[src/rtl/alu_seq.sv]
// Sequential ALU: single-cycle ops return on the next edge, and MUL takes WIDTH edges (one multiplier bit per cycle).
// The result is held in HOLD until out_ready. A new op is accepted in the same edge that the held result is consumed.
module alu_seq #(
    parameter int WIDTH = 16,
    parameter int SHW   = $clog2(WIDTH)
) (
    input  logic             clock,
    input  logic             reset_n,
    input  logic [2:0]       op,
    input  logic [WIDTH-1:0] a,
    input  logic [WIDTH-1:0] b,
    input  logic             in_valid,
    output logic             in_ready,
    output logic [WIDTH-1:0] result,
    output logic [2:0]       cc,
    output logic             carry,
    output logic             out_valid,
    input  logic             out_ready
);

    localparam logic [2:0] OP_ADD   = 3'b000;
    localparam logic [2:0] OP_AND   = 3'b001;
    localparam logic [2:0] OP_XOR   = 3'b010;
    localparam logic [2:0] OP_PASSA = 3'b011;
    localparam logic [2:0] OP_LSHF  = 3'b100;
    localparam logic [2:0] OP_RSHFL = 3'b101;
    localparam logic [2:0] OP_RSHFA = 3'b110;
    localparam logic [2:0] OP_MUL   = 3'b111;

    typedef enum logic [1:0] {
        S_IDLE = 2'd0,
        S_MUL  = 2'd1,
        S_HOLD = 2'd2
    } state_t;

    state_t           state, state_nxt;
    logic             accept;
    logic             mul_last;
    logic [SHW-1:0]   mul_cnt;
    logic [WIDTH-1:0] mcand, mplier, acc, acc_step;
    logic [WIDTH:0]   sum;
    logic [WIDTH-1:0] alu_res;
    logic             alu_carry;
    logic [SHW-1:0]   sh;

    function automatic logic [2:0] cc_of(input logic [WIDTH-1:0] v);
        if (v[WIDTH-1])    return 3'b100;
        else if (v == '0)  return 3'b010;
        else               return 3'b001;
    endfunction

    // Gating on reset_n keeps in_ready low for the whole time reset is asserted.
    assign in_ready  = reset_n && ((state == S_IDLE) || ((state == S_HOLD) && out_ready));
    assign accept    = in_valid && in_ready;
    assign out_valid = (state == S_HOLD);
    assign mul_last  = (state == S_MUL) && (mul_cnt == SHW'(WIDTH - 1));
    assign acc_step  = mplier[0] ? (acc + mcand) : acc;
    assign sum       = {1'b0, a} + {1'b0, b};
    assign sh        = b[SHW-1:0];

    always_comb begin
        alu_res   = '0;
        alu_carry = 1'b0;
        case (op)
            OP_ADD:   begin alu_res = sum[WIDTH-1:0]; alu_carry = sum[WIDTH]; end
            OP_AND:   alu_res = a & b;
            OP_XOR:   alu_res = a ^ b;
            OP_PASSA: alu_res = a;
            OP_LSHF:  alu_res = a << sh;
            OP_RSHFL: alu_res = a >> sh;
            OP_RSHFA: alu_res = $signed(a) >>> sh;
            default:  alu_res = '0;
        endcase
    end

    always_ff @(posedge clock or negedge reset_n) begin
        if (!reset_n) state <= S_IDLE;
        else          state <= state_nxt;
    end

    always_comb begin
        state_nxt = state;
        case (state)
            S_IDLE: if (accept) state_nxt = (op == OP_MUL) ? S_MUL : S_HOLD;
            S_MUL:  if (mul_last) state_nxt = S_HOLD;
            S_HOLD: begin
                if (accept)         state_nxt = (op == OP_MUL) ? S_MUL : S_HOLD;
                else if (out_ready) state_nxt = S_IDLE;
            end
            default: state_nxt = S_IDLE;
        endcase
    end

    always_ff @(posedge clock or negedge reset_n) begin
        if (!reset_n) begin
            result  <= '0;
            cc      <= 3'b010;
            carry   <= 1'b0;
            mcand   <= '0;
            mplier  <= '0;
            acc     <= '0;
            mul_cnt <= '0;
        end else begin
            if (accept && (op != OP_MUL)) begin
                result <= alu_res;
                cc     <= cc_of(alu_res);
                carry  <= alu_carry;
            end
            if (accept && (op == OP_MUL)) begin
                mcand   <= a;
                mplier  <= b;
                acc     <= '0;
                mul_cnt <= '0;
            end else if (state == S_MUL) begin
                // Shift-add: bits of the multiplicand above WIDTH are discarded, giving the low half directly.
                acc     <= acc_step;
                mcand   <= mcand << 1;
                mplier  <= mplier >> 1;
                mul_cnt <= mul_cnt + SHW'(1);
                if (mul_last) begin
                    result <= acc_step;
                    cc     <= cc_of(acc_step);
                    carry  <= 1'b0;
                end
            end
        end
    end

endmodule

[config.mk]
export PLATFORM = sky130hd
export DESIGN_NAME = alu_seq
export DESIGN_NICKNAME = d
export VERILOG_FILES = /design/src/rtl/alu_seq.sv
export SDC_FILE = /design/constraint.sdc
export NUM_CORES = 1
export LEC_CHECK = 0
export CAP_MARGIN = 20
export CORE_ASPECT_RATIO = 2
export CORE_MARGIN = 4
export CORE_UTILIZATION = 43
export CTS_CLUSTER_DIAMETER = 200
export DETAILED_ROUTE_END_ITERATION = 10
export PLACE_DENSITY_LB_ADDON = 0.1
export SYNTH_ARGS = -nofsm -noshare
export SYNTH_HDL_FRONTEND = slang
export SYNTH_SLANG_ARGS = --single-unit
[constraint.sdc]
create_clock -name clock -period 7.4 [get_ports clock]
set_input_delay 1.48 -clock clock [delete_from_list [all_inputs] [get_ports clock]]
set_output_delay 1.48 -clock clock [all_outputs]
set_load 0.02 [all_outputs]
; After elaboration in Yosys (flattened, before gate mapping)
; Index checks and enable logic that the tools add are counted.
[totals]
inputBits = 39
out_inout_bits = 22
reg_bits = 74
[op_classes]
eq_ne = 14
addsub = 3
n_bitwise = 2
shift = 3
n_mux = 33
n_reduce_logical = 13
[ops]
columns = cell, n
row1 = 2-to-1 mux 16 bit, 11
row2 = one-hot mux 16 bit (7 select lines), 1
row3 = zero test 16 bit, 2
row4 = 2-to-1 mux 3 bit, 6
row5 = adder 16 x 16 -> 17 bit, 1
row6 = adder 16 bit, 1
row7 = AND 16 bit, 1
row8 = << shifter 16 x 4 -> 16 bit, 1
row9 = right shift 16 x 4 -> 16 bit, 1
row10 = >>> shifter 16 x 4 -> 16 bit, 1
row11 = XOR 16 bit, 1
row12 = 2-to-1 mux 2 bit, 7
row13 = equality test 3 bit (second input constant), 4
row14 = 2-to-1 mux 4 bit, 2
row15 = equality test 3 x 2 -> 1 bit (second input constant), 2
row16 = logical AND 1 bit, 6
row17 = one-hot mux 2 bit (3 select lines), 1
row18 = 2-to-1 mux 1 bit, 5
row19 = adder 4 x 1 -> 4 bit (second input constant), 1
row20 = equality test 4 bit (second input constant), 1
row21 = != test 2 bit (second input constant), 2
row22 = equality test 3 x 1 -> 1 bit (second input constant), 1
row23 = zero test 3 bit, 1
row24 = != test 3 x 1 -> 1 bit (second input constant), 1
row25 = 7 further kinds, 7

; Logic depth before layout (Yosys ltp)
; Gate-level depths: netlist of the first run.
[logic_depth]
ltp_word = 10
mapped_depth = 13

; Worst setup path before layout of the first run
; No wires, ideal clock.
[synth_path]
path_type = input -> register
startpoint = in b[0]
endpoint = reg cc[0]
slack_ps = 3203
setup_ps = 126
arrival_ps = 4071
cell_stages = 13
path_cell_list = buf_6 -> clkinv_1 -> buf_1 -> ha_1 -> nor2b_1 -> mux2i_1 -> o211ai_1 -> or3b_1 -> nor4_1 -> nand3_1 -> nor4_2 -> nand3_1 -> a221o_1
[synth_between]
elab_chain_len = 9
elab_cells_between_ends = 14
[synth_rtl]
columns = element, line_no
row1 = start: declaration, 11  ; input logic [WIDTH-1:0] b,
row2 = adder 16 x 16 -> 17 bit (tied with other cells), 58  ; assign sum = {1'b0, a} + {1'b0, b};
row3 = one-hot mux 16 bit (7 select lines) *, 64  ; case (op)
row4 = zero test 16 bit, 48  ; else if (v == '0) return 3'b010;
row5 = 2-to-1 mux 2 bit, 48
row6 = 2-to-1 mux 3 bit *, 47  ; if (v[WIDTH-1]) return 3'b100;
row7 = 2-to-1 mux 3 bit *, 104  ; if (accept && (op != OP_MUL)) begin
row8 = 2-to-1 mux 3 bit, 120  ; if (mul_last) begin
row9 = 2-to-1 mux 3 bit, 114  ; end else if (state == S_MUL) begin
row10 = 2-to-1 mux 3 bit *, 109  ; if (accept && (op == OP_MUL)) begin
row11 = end signal: assignment, 106  ; cc <= cc_of(alu_res);
row12 = end signal: assignment, 122  ; cc <= cc_of(acc_step);
row13 = end: declaration, 15  ; output logic [2:0] cc,
; Mark *: on every way between the ends. The rest lies on a longest branch, timed or not.
; A chain may end at the register's enable or synchronous reset.

; Final worst setup path of the first run
; Ends and elaborated chain as after synthesis.

==> results of run 1 <==
[through the flow]
step | hold WS (ns) | std cells | setup slack (ns) | instance area, um2
after global routing | 0.523 | 1089 | 2.14 | 8190
final | 0.478 | 1089 | 2.30 | 8190
after global placement | 0.462 | 1073 | 1.99 | 7850
after CTS | 0.481 | 1089 | 2.35 | 8190
after floorplan | 0.445 | 864 | 3.20 | 7180
after detailed placement | 0.467 | 1073 | 2.02 | 7850
[where the power goes]
group / switching, mW / total (mW) / internal, mW
Combinational: 0.557 / 0.962 / 0.405
Clock: 0.170 / 0.510 / 0.340
Sequential: 0.146 / 0.694 / 0.548
[routing by layer]
metal | track usage | up-vias
met1 | 0.309 | 3566
met3 | 0.0157 | 89
li1 | - | 3296
met5 | 0 | -
met2 | 0.564 | 217
met4 | 0.198 | 0
[flip-flops by register name, summed over array words and instances, names as in the netlist]
register / flops
mcand: 16
acc: 16
mplier: 16
state: 2
cc: 3
carry: 1
mul_cnt: 4
result: 16
[cell families (layout without fill, tap and decap cells)]
family | Yosys count | count (layout)
AND/OR/NAND/NOR | 308 | 308
AO/OA/AOI/OAI | 258 | 258
buffers and inverters | 90 | 111
multiplexers | 83 | 83
flip-flops | 74 | 74
adder cells (fa/ha/maj) | 35 | 35
XOR/XNOR | 16 | 16
[worst min-delay path, cell delays in order (launching register included)]
cell and delay (ns):
sky130_fd_sc_hd__dfrtp_1 0.34, sky130_fd_sc_hd__nand2_1 0.05, sky130_fd_sc_hd__nand2_1 0.05
[worst min path at each step]
| stage | startpoint | end | slack (ns) | depth (start not counted) |
|---|---|---|---|---|
| finish | mplier[12]$_DFFE_PN0P_ | mplier[12]$_DFFE_PN0P_ | 0.48 | 2 |
| global route | mplier[14]$_DFFE_PN0P_ | mplier[14]$_DFFE_PN0P_ | 0.52 | 2 |
| CTS | mplier[12]$_DFFE_PN0P_ | mplier[12]$_DFFE_PN0P_ | 0.48 | 2 |
| detailed placement | mplier[12]$_DFFE_PN0P_ | mplier[12]$_DFFE_PN0P_ | 0.47 | 2 |
| global placement | mplier[14]$_DFFE_PN0P_ | mplier[14]$_DFFE_PN0P_ | 0.46 | 2 |
| floorplan | mplier[12]$_DFFE_PN0P_ | mplier[12]$_DFFE_PN0P_ | 0.45 | 2 |
[area by class of cell]
cell class / count / area [um2]
repair buffers: 77 / 721
inverters: 18 / 67.6
clock buffers: 12 / 246
multi-input cells: 700 / 4950
well taps: 204 / 255
clock inverters: 4 / 98.8
fillers: 1599 / 8160
flip-flops and latches: 74 / 1850
[placed cells by master (no fill, tap or decap), types with 6 or more instances in the layout]
cell type / n
sky130_fd_sc_hd__nand2_1: 111
sky130_fd_sc_hd__dfrtp_1: 73
sky130_fd_sc_hd__o21ai_0: 66
sky130_fd_sc_hd__nor2_1: 66
sky130_fd_sc_hd__clkdlybuf4s50_1: 58
sky130_fd_sc_hd__mux2i_1: 46
sky130_fd_sc_hd__nand3_1: 35
sky130_fd_sc_hd__a22oi_1: 34
sky130_fd_sc_hd__a21oi_1: 33
sky130_fd_sc_hd__ha_1: 33
sky130_fd_sc_hd__o211ai_1: 19
sky130_fd_sc_hd__buf_4: 18
sky130_fd_sc_hd__a211oi_1: 17
sky130_fd_sc_hd__mux4_2: 16
sky130_fd_sc_hd__nor3_1: 16
sky130_fd_sc_hd__mux2_2: 16
sky130_fd_sc_hd__inv_1: 15
sky130_fd_sc_hd__xnor2_1: 10
sky130_fd_sc_hd__nand2b_1: 10
sky130_fd_sc_hd__nor2b_1: 10
sky130_fd_sc_hd__or3_1: 9
sky130_fd_sc_hd__clkbuf_16: 9
sky130_fd_sc_hd__a31oi_1: 8
sky130_fd_sc_hd__o22ai_1: 7
sky130_fd_sc_hd__and3_1: 7
sky130_fd_sc_hd__o31ai_1: 7
sky130_fd_sc_hd__nand4_1: 7
sky130_fd_sc_hd__a21o_1: 7
sky130_fd_sc_hd__a221o_1: 6
sky130_fd_sc_hd__o21a_1: 6
sky130_fd_sc_hd__xor2_1: 6
==> summary.md, run 1 <==
61 I/O pins were placed. Among the stages of the critical path, the cell type that occurs most often is sky130_fd_sc_hd__nand3_1. The all-layer global routing usage was 0.298.

The most numerous cell in the Yosys netlist is sky130_fd_sc_hd__nand2_1. The average via count per standard cell works out to 6.58. Routability-driven placement finished with a final weighted congestion of 0.954. The part of the cycle the worst path needs was 0.690. Across the VDD grid, the largest voltage drop is 0.000115 V.

The total area inside the core boundary comes to 16400 um2. Data arrives at the worst endpoint at 5.32 ns. The run finished with clean final reports.

The share of layout cells above drive strength 1 was 0.0881. After detailed routing, the wire length on met1 is 9.56 mm. The total number of H-tree levels is 3.

Counting flops and latches in the post-synthesis netlist gives 74. The count of different cell masters after synthesis was 75. The cell count after synthesis came out at 864. The highest metal layer with signal wires is met4. The endpoint identified for the worst register-to-register timing path is cc[0]$_DFF_PN0_. Summed over all cells, the static leakage comes to 3.45 nW. X dimension of the die: 99.3 um. Counting cells, the worst reg-to-reg path comes to 7. The first global-routing pass estimated 43.5 mm of wire. Async set or reset register ratio after synthesis: 1.00. The CTS buffer count came out at 9. The run gives 0 as the final count of pins violating max slew.

Maximum root-to-sink buffer count: 2. The clock skew after layout is 0.00818 ns, and the count of clock tree sinks is 74. The type of element launching the critical path was an input port. STA classifies the critical path endpoint as a flop. The path class of the tightest hold or removal check is flop to flop. The cell family contributing the most delay on the critical path is simple AND/OR/NAND/NOR gates. The die outline area is 18900 um2, and the iteration-0 DRC count of the detailed router is 395.

Detailed placement ended at an HPWL of 21.7 mm. The tool flagged a number of max-cap violations equal to 0. During placement, the flow inserted port buffers numbering 60. The slowest stage of the critical path belongs to the cell sky130_fd_sc_hd__clkdlybuf4s50_1.

The final layout net count was 954; the maximum fanout along the worst path was 7. Setup repair after global routing left no endpoint under its margin. Once the clock tree was built, the setup fixing pass inserted 0 buffers. The worst path in the final design needs a cycle of 5.10 ns, including I/O delays and setup. The total number of vias is 7168. The signal on the critical path passes through clkdlybuf4s50_1, ha_1, fa_1, mux4_2, nand2_1, o311ai_0, a211o_1, nor4_1, nand3_1, nor4_2, nand3_1, a221o_1. For the worst setup path, the data required time is 7.62 ns. Once detail routing completed, the nets flagged for antenna violations numbered 0. For the hold violation total from the final report, the log shows 0.

Clock tree synthesis selected as its root buffer the cell sky130_fd_sc_hd__clkbuf_16. Counting buffers and inverters, the worst setup path is 12 cells deep. Final routed wire length divided by cell count: 25.5 um. For the number of global-route vias before repair, the log shows 7379. The clock-pin slew on the worst setup and hold paths was 0.06 ns; the latest clock arrival within the worst-skew pair was 0.34 ns. TritonCTS built the clock tree.

The most critical setup path has its startpoint at b[0]. In this run the mean area of a mapped cell was 8.31 um2. At the pin with the least slew margin, the transition time is 0.997 ns.

The run gives 0.439 as the starting density of the core. The post-synthesis cell area came out at 7180 um2. Counting every net in the synthesized netlist gives 938.

The post-synthesis mux area share is 0.158, and the antenna diode count is 0. Overall power consumption after layout is estimated at 2.17 mW. The share of synthesized cell area in and, or, nand and nor gates works out to 0.204. The tools report the final setup TNS as 0 ns. The most used flip-flop cell after synthesis is sky130_fd_sc_hd__dfrtp_1.

Power spread over the standard cell area amounts to 264 nW/um2. The number of design rule violations left after detail routing is 0. The worst register-to-register path begins at mplier[0]$_DFFE_PN0P_.

The post-synthesis xor/xnor area fraction came out at 0.0195. The area added between synthesis and finish came out at 14.2%. In this run the worst setup path terminates at cc[0]$_DFF_PN0_. The combinational family with the most area after synthesis is compound AO/OA/AOI/OAI gates. The number of buffer and inverter instances along the worst setup path works out to 1. The routed design uses 761 um of met3 wire. The fraction of the yosys area taken by sequential cells was 0.258.

Static timing analysis puts the maximum clock frequency at 196 MHz. The maximum single-stage delay on the critical path is 0.65 ns. Ranked by instance count, the synthesized netlist is headed by 111 x sky130_fd_sc_hd__nand2_1, 73 x sky130_fd_sc_hd__dfrtp_1, 68 x sky130_fd_sc_hd__nor2_1.

The cell type with the largest total area after synthesis is sky130_fd_sc_hd__dfrtp_1. The worst reg-to-reg setup slack was 3.36 ns. The tools report the largest net degree at the start of global routing as 69.

Critical setup path kind: input port to flop. For the count of warnings emitted by yosys, the log shows 0. Final setup violation count: 0.

The share of synthesized cell area in full adder, half adder and majority cells was 0.0631; the initial antenna violation count was 0. The row count was 66; the hold-fix buffer count after cts was 0. Area fraction in compound gates after synthesis: 0.244.

For the post-cts repair resize count, the log shows 0. The total congestion overflow after global routing is 0, and the die extent in y is 191 um. The logs give 0.335 for the worst slew margin relative to its limit and 0.501 for the fraction of the core area covered by cells at the end of the flow.

Counting flops with a built-in enable in the synthesized netlist gives 0. The length of the first detailed-routing pass in iterations was 5; the final wirelength was 27.8 mm. In the post-synthesis netlist, the biggest area contributors are sky130_fd_sc_hd__dfrtp_1 25%, sky130_fd_sc_hd__mux2i_1 6.4%, sky130_fd_sc_hd__nand2_1 5.8%.

For the wire length on met2, the log shows 15.5 mm. The area fraction of the dominant cell type after synthesis was 0.255.
(Power assumes the default switching activity.)
==> run 2: changes to the inputs <==
clock period = 4.5 ns   (was 7.4 ns; I/O delays follow)
==> run 2 against run 1 <==
Net effect: global-route usage rose by 2.1 points; critical endpoint unchanged; critical path depth down 1; first-iteration DRC count is 34% higher; sequential power increased by 61%.
==> summary.md, run 2 (same netlist as run 1, synthesis figures left out) <==
The flow ran to the end, and the final reports show no timing, DRC or antenna violations. The initial antenna violation count is 0 (unchanged), and the post-place instance area is 8310 um2 (+5.8%). For the hold-fix buffer count after cts, the log shows 0 (unchanged). The top cell types in the final layout, fill and taps aside, are 111 x sky130_fd_sc_hd__nand2_1, 73 x sky130_fd_sc_hd__dfrtp_1, 71 x sky130_fd_sc_hd__buf_4. Share of layout cells above drive strength 1: 0.143 (+0.0553). The run gives 5 (unchanged) as the length of the first detailed-routing pass in iterations. The critical path starts at b[0]. The minimum clock period works out to 4.26 ns. The number of cells on the worst reg-to-reg path came out at 10 (+3). The worst-case vdd ir drop came out at 0.000217 V (+88%).

The required arrival time at the worst endpoint was 4.71 ns (-2.91 ns); the CTS buffer count was 9 (unchanged). The logs give 0.0103 ns (+0.00211 ns) for the clock skew after layout and 0 (unchanged) for the total congestion overflow after global routing. The count of clock tree sinks came out at 74 (unchanged). The multi-input gate area in the final layout came out at 4950 um2 (unchanged).

The run gives 0.483 ns (+0.00446 ns) as the final hold slack. The cell at the root of the clock tree is sky130_fd_sc_hd__clkbuf_16. The tools report the number of placed instances, taps included as 1129 (+5.2%). For the signal arrival time at the worst endpoint, the log shows 4.47 ns (-0.85 ns). The final setup violation count is 0 (unchanged), and the area added between synthesis and finish is 19.9%. Setup repair after global routing left no endpoint under its margin. The buffers inserted during post-CTS setup optimization is 0 (unchanged), and the iteration-0 DRC count of the detailed router is 528 (+34%). Part of the cycle the worst path needs: 0.946. The die outline area is 18900 um2 (unchanged), and the die extent in y is 191 um (unchanged). The all-layer global routing usage is 0.319 (+0.0210). The critical setup path kind is input port to flop. The tools report the sequential standard cell area as 1850 um2 (unchanged). The average via count per standard cell is 6.61 (+0.40%).

The tools report the placer congestion estimate as 1.03 (+8.2%). The critical path endpoint is cc[0]$_DFF_PN0_. The transition time at the pin with the least slew margin works out to 1.06 ns (+0.0605 ns). The total number of vias is 7567 (+5.6%), and the largest net degree at the start of global routing is 75 (+8.7%). The start point of the worst min-delay path is mplier[1]$_DFFE_PN0P_. Type of element launching the critical path: an input port. The logs give 1578 (-1.3%) for the number of fill cells and 7757 (+5.1%) for the number of global-route vias before repair.

The antenna diode count was 0 (unchanged). The worst register-to-register path begins at mcand[7]$_DFFE_PN0P_. The x dimension of the die works out to 99.3 um (unchanged). The peak clock frequency supported by timing is 235 MHz. The endpoint of the most critical register-to-register path was cc[1]$_DFF_PN1_. The run gives 8600 um2 (+5.0%) as the total non-filler cell area in the finished layout. The final cell count without fillers is 1145 (+5.1%), and the worst slew margin relative to its limit is 0.294 (-0.0411).

STA classifies the critical path endpoint as a flop. The count of port buffers added during placement is 60 (unchanged). The maximum fanout along the worst path is 19 (+12), and the latest clock arrival within the worst-skew pair is 0.33 ns (about the same).

The final routed wire length divided by cell count was 26.2 um (+2.5%); the power density over the cells was 410 nW/um2 (+55%). TritonCTS built the clock tree. The max-cap check violation count is 0 (unchanged), and the remaining antenna violation count after routing is 0 (unchanged).

The row count was 66 (unchanged); the post-cts repair resize count was 0 (unchanged). The clock-pin slew on the worst setup and hold paths is 0.06 ns (about the same), and the hold violation total from the final report is 0 (unchanged). The final count of pins violating max slew was 0 (unchanged). The placed wire-length estimate after detailed placement is 23.9 mm (+10%). The run gives 2 (unchanged) as the maximum root-to-sink buffer count. The area inside the core boundary was 16400 um2 (unchanged). The total number of H-tree levels is 3 (unchanged), and the final layout net count is 1010 (+5.9%).

The run gives 61 (unchanged) as the number of top-level pins. The worst hold path depth is 2 (unchanged). The global-route wire length before repair was 46.1 mm (+6.1%). For the worst reg-to-reg setup slack, the log shows 0.93 ns (-2.43 ns). Leaving out fill and tap cells, the most frequent cell in the layout is sky130_fd_sc_hd__nand2_1. For the number of design rule violations left after detail routing, the log shows 0 (unchanged).

Starting density of the core: 0.439 (unchanged). The min-delay analysis places its worst path in the category flop to flop. For the final wirelength, the log shows 30.0 mm (+7.7%). The standby leakage power came out at 3.70 nW (+7.2%).
run 2: layout make-up:
class | instances | area share
Sequential cell | 74 | 0.215
Clock buffer | 10 | 0.0266
Timing Repair Buffer | 133 | 0.137
Inverter | 18 | 0.00786
Tap cell | 204 | 0.0297
Clock inverter | 6 | 0.00771
Multi-Input combinational cell | 700 | 0.576
run 2: metal layers:
layer	part of all wire	wire, um	up-vias	track usage
met4	0.090	2710	0	0.252
met3	0.029	867	127	0.0179
met2	0.55	16500	306	0.602
met1	0.33	9880	3737	0.314
li1	-	-	3397	-
met5	0	0	-	0
run 2: worst min path at each step:
stage,endpoint,slack (ns)
2_1_floorplan,mplier[12]$_DFFE_PN0P_,0.45
3_3_place_gp,mplier[9]$_DFFE_PN0P_,0.46
3_5_place_dp,mplier[8]$_DFFE_PN0P_,0.47
4_1_cts,mplier[1]$_DFFE_PN0P_,0.48
5_1_grt,mplier[4]$_DFFE_PN0P_,0.51
6_report,mplier[1]$_DFFE_PN0P_,0.48
run 2: metrics by stage:
step	TNS, ns	utilization	total power, mW	setup slack (ns)
4_1_cts	0	0.526	3.52	0.328
5_1_grt	0	0.526	3.77	0.202
2_1_floorplan	0	-	2.14	0.883
3_3_place_gp	-0.0157	0.508	2.75	-0.0157
3_5_place_dp	-0.00544	0.508	2.80	-0.00544
6_report	0	0.526	3.53	0.241
run 2: power breakdown:
group	internal [mW]	switching (mW)
logic	0.730	0.970
clock network	0.430	0.282
registers	0.902	0.216
total	2.06	1.47
run 2: critical path: stages:
cell,delay (ns)
sky130_fd_sc_hd__clkdlybuf4s50_1,0.49
sky130_fd_sc_hd__buf_4,0.26
sky130_fd_sc_hd__buf_12,0.19
sky130_fd_sc_hd__mux4_2,0.50
sky130_fd_sc_hd__mux2i_1,0.50
sky130_fd_sc_hd__o221ai_1,0.32
sky130_fd_sc_hd__nor4_1,0.28
sky130_fd_sc_hd__nand3_1,0.15
sky130_fd_sc_hd__nor4_2,0.38
sky130_fd_sc_hd__nand3_1,0.13
sky130_fd_sc_hd__a221o_1,0.36
==> run 3: changes to the inputs <==
CORE_UTILIZATION = 45   (was 43)
HOLD_SLACK_MARGIN = 0.03   (was not set)
==> run 3 against run 2 <==
Net effect: worst hold slack got worse by 0.0062 ns; register-to-register slack got worse by 0.04 ns; critical path depth increased by 1; clock power increased by 2%; combinational power decreased by 3%; critical path type unchanged; critical endpoint unchanged; largest power group unchanged.
==> summary.md, run 3 (same netlist as run 1, synthesis figures left out) <==
The run finished with clean final reports. The length of the first detailed-routing pass in iterations is 8 (+3), and the worst slew margin relative to its limit is 0.297 (+0.00306). The power density over the cells works out to 411 nW/um2 (about the same).

The maximum root-to-sink buffer count is 2 (unchanged), and the latest clock arrival within the worst-skew pair is 0.33 ns (about the same). For the final setup violation count, the log shows 0 (unchanged). The logs give 0 (unchanged) for the buffers inserted during post-CTS setup optimization and 7395 (-2.3%) for the total number of vias.

Area inside the core boundary: 15700 um2 (-4.0%). The run gives 4950 um2 (unchanged) as the multi-input gate area in the final layout. The logs give 0 (unchanged) for the number of design rule violations left after detail routing and 485 (-8.1%) for the iteration-0 DRC count of the detailed router. For the final setup TNS, the log shows 0 ns (unchanged). The global-route wire length before repair came out at 44.3 mm (-4.0%). The library cells used most frequently in the layout, excluding fill and tap cells, are 111 x sky130_fd_sc_hd__nand2_1, 73 x sky130_fd_sc_hd__dfrtp_1, 66 x sky130_fd_sc_hd__o21ai_0, 66 x sky130_fd_sc_hd__nor2_1, 62 x sky130_fd_sc_hd__buf_4. The tools report the signal arrival time at the worst endpoint as 4.34 ns (-0.13 ns). For the total congestion overflow after global routing, the log shows 0 (unchanged). The type of element launching the critical path is an input port.

The required arrival time at the worst endpoint came out at 4.71 ns (about the same). The post-cts repair resize count was 0 (unchanged); the worst-case vdd ir drop was 0.000216 V (-0.70%). The sequential standard cell area was 1850 um2 (unchanged).

The hold violation total from the final report was 0 (unchanged); the average via count per standard cell was 6.52 (-1.4%). Relative to the synthesized area, the layout overhead comes to 19.5%. The initial antenna violation count is 0 (unchanged), and the clock-pin slew on the worst setup and hold paths is 0.06 ns (about the same).

The worst hold path belongs to the class flop to flop. The count of port buffers added during placement is 60 (unchanged), and the CTS buffer count is 9 (unchanged). The part of the cycle the worst path needs is 0.918 (-0.0284), and the final count of pins violating max slew is 0 (unchanged). The remaining antenna violation count after routing is 0 (unchanged), and the clock power share is 0.206 (+0.004). The standby leakage power was 3.68 nW (-0.33%).

Total non-filler cell area in the finished layout: 8570 um2 (-0.32%). The die outline area was 18200 um2 (-4.2%); the x dimension of the die was 97.3 um (-2.1%). The all-layer global routing usage was 0.315 (-0.00432); the post-layout worst setup margin was 0.369 ns (+0.128 ns). The transition time at the pin with the least slew margin is 1.05 ns (-0.00702 ns), and the switching share of power is 0.409 (-0.00697).

The count of clock tree sinks came out at 74 (unchanged). The logs give 75 (unchanged) for the largest net degree at the start of global routing and 1500 (-4.9%) for the number of fill cells. The peak clock frequency supported by timing is 242 MHz (+3.1%), and the die extent in y is 187 um (-2.2%).

The hold-fix buffer count after cts was 0 (unchanged); the total number of H-tree levels was 3 (unchanged). For the final layout net count, the log shows 1003 (-0.69%). TritonCTS built the clock tree.

The final routed wire length divided by cell count works out to 25.5 um (-2.6%). The combinational fraction of design power came out at 0.469 (-0.012). The post-place instance area came out at 8270 um2 (-0.38%). The share of layout cells above drive strength 1 came out at 0.135 (-0.00856). The number of top-level pins was 61 (unchanged); the clock skew after layout was 0.00492 ns (-0.00536 ns). The antenna diode count is 0 (unchanged). The tools report the internal portion of total power as 2.08 mW (+0.91%).

The placed wire-length estimate after detailed placement is 23.0 mm (-3.7%). The fraction of power consumed by sequential logic came out at 0.325 (+0.008). The overall power of the completed layout came out at 3.52 mW (-0.28%). Leaving out fill and tap cells, the most frequent cell in the layout is sky130_fd_sc_hd__nand2_1.

Critical setup path kind: input port to flop. The tree is rooted in a sky130_fd_sc_hd__clkbuf_16. The number of global-route vias before repair was 7492 (-3.4%); the maximum fanout along the worst path was 3 (-16). For the starting density of the core, the log shows 0.457 (+0.0183). The row count is 65 (-1.5%).

The logs give 1.44 mW (-2.0%) for the net switching power and 0.0611 ns (+0.0665 ns) for the worst slack after detailed placement. The run gives 28.9 mm (-3.5%) as the final wirelength. Setup repair after global routing left no endpoint under its margin. The tools report the placer congestion estimate as 0.972 (-5.7%). The worst setup path is captured at a flop. Minimum clock period: 4.13 ns (-0.128 ns).

The max-cap check violation count was 0 (unchanged).
-- run 3: changes by cell type in the layout (fill, tap and decap cells not counted) --
| cell | before | now |
|---|---|---|
| sky130_fd_sc_hd__buf_12 | 3 | 5 |
| sky130_fd_sc_hd__clkinvlp_4 | 3 | 0 |
| sky130_fd_sc_hd__inv_6 | 1 | 0 |
| sky130_fd_sc_hd__clkbuf_8 | 0 | 2 |
| sky130_fd_sc_hd__buf_4 | 71 | 62 |
| sky130_fd_sc_hd__clkbuf_1 | 1 | 3 |
-- run 3: power groups by stage --
stage / registers (mW) / clock network [mW] / logic (mW)
final: 1.15 / 0.725 / 1.65
after global routing: 1.17 / 0.764 / 1.81
after CTS: 1.14 / 0.734 / 1.64
after detailed placement: 1.15 / 0 / 1.64
after global placement: 1.14 / 0 / 1.59
after floorplan: 1.10 / 0 / 1.04
-- run 3: metrics by stage --
| step | utilization | hold slack [ns] | cells |
|---|---|---|---|
| 6_report | 0.546 | 0.477 | 1135 |
| 5_1_grt | 0.546 | 0.509 | 1135 |
| 4_1_cts | 0.546 | 0.482 | 1135 |
| 3_5_place_dp | 0.527 | 0.468 | 1119 |
| 3_3_place_gp | 0.527 | 0.460 | 1119 |
| 2_1_floorplan | - | 0.445 | 864 |
-- run 3: per-layer routing --
layer	vias to the layer above	share of wire	track usage	wire length [um]
met1	3642	0.34	0.312	9710
met3	103	0.027	0.0221	792
li1	3405	-	-	-
met4	0	0.092	0.249	2650
met5	-	0	0	0
met2	245	0.55	0.591	15800
-- run 3: final timing paths --
check	startpoint	to	slack, ns	cells past startpoint
hold / removal	mplier[4]$_DFFE_PN0P_	mplier[4]$_DFFE_PN0P_	0.48	2
setup / recovery	a[0]	cc[0]$_DFF_PN0_	0.37	12
max in group asynchronous	reset_n	mplier[1]$_DFFE_PN0P_	3.06	2
setup reg to reg	mcand[7]$_DFFE_PN0P_	cc[0]$_DFF_PN0_	0.89	10
hold reg to reg	mplier[4]$_DFFE_PN0P_	mplier[4]$_DFFE_PN0P_	0.48	2
min in group asynchronous	reset_n	mcand[14]$_DFFE_PN0P_	0.79	2
-- run 3: worst max-delay path, stage by stage --
cell,delay (ns)
sky130_fd_sc_hd__clkdlybuf4s50_1,0.42
sky130_fd_sc_hd__ha_1,0.24
sky130_fd_sc_hd__fa_1,0.42
sky130_fd_sc_hd__a21o_1,0.18
sky130_fd_sc_hd__a211oi_1,0.27
sky130_fd_sc_hd__o22ai_1,0.16
sky130_fd_sc_hd__or3b_1,0.44
sky130_fd_sc_hd__nor4_1,0.31
sky130_fd_sc_hd__nand3_1,0.16
sky130_fd_sc_hd__nor4_2,0.35
sky130_fd_sc_hd__nand3_1,0.13
sky130_fd_sc_hd__a221o_1,0.36
-- run 3: layout make-up --
type / instances / share of cell area
clock buffers: 14 / 0.0308
clock inverters: 2 / 0.00409
inverters: 18 / 0.00788
multi-input cells: 700 / 0.577
flip-flops and latches: 74 / 0.216
well taps: 201 / 0.0293
repair buffers: 126 / 0.134
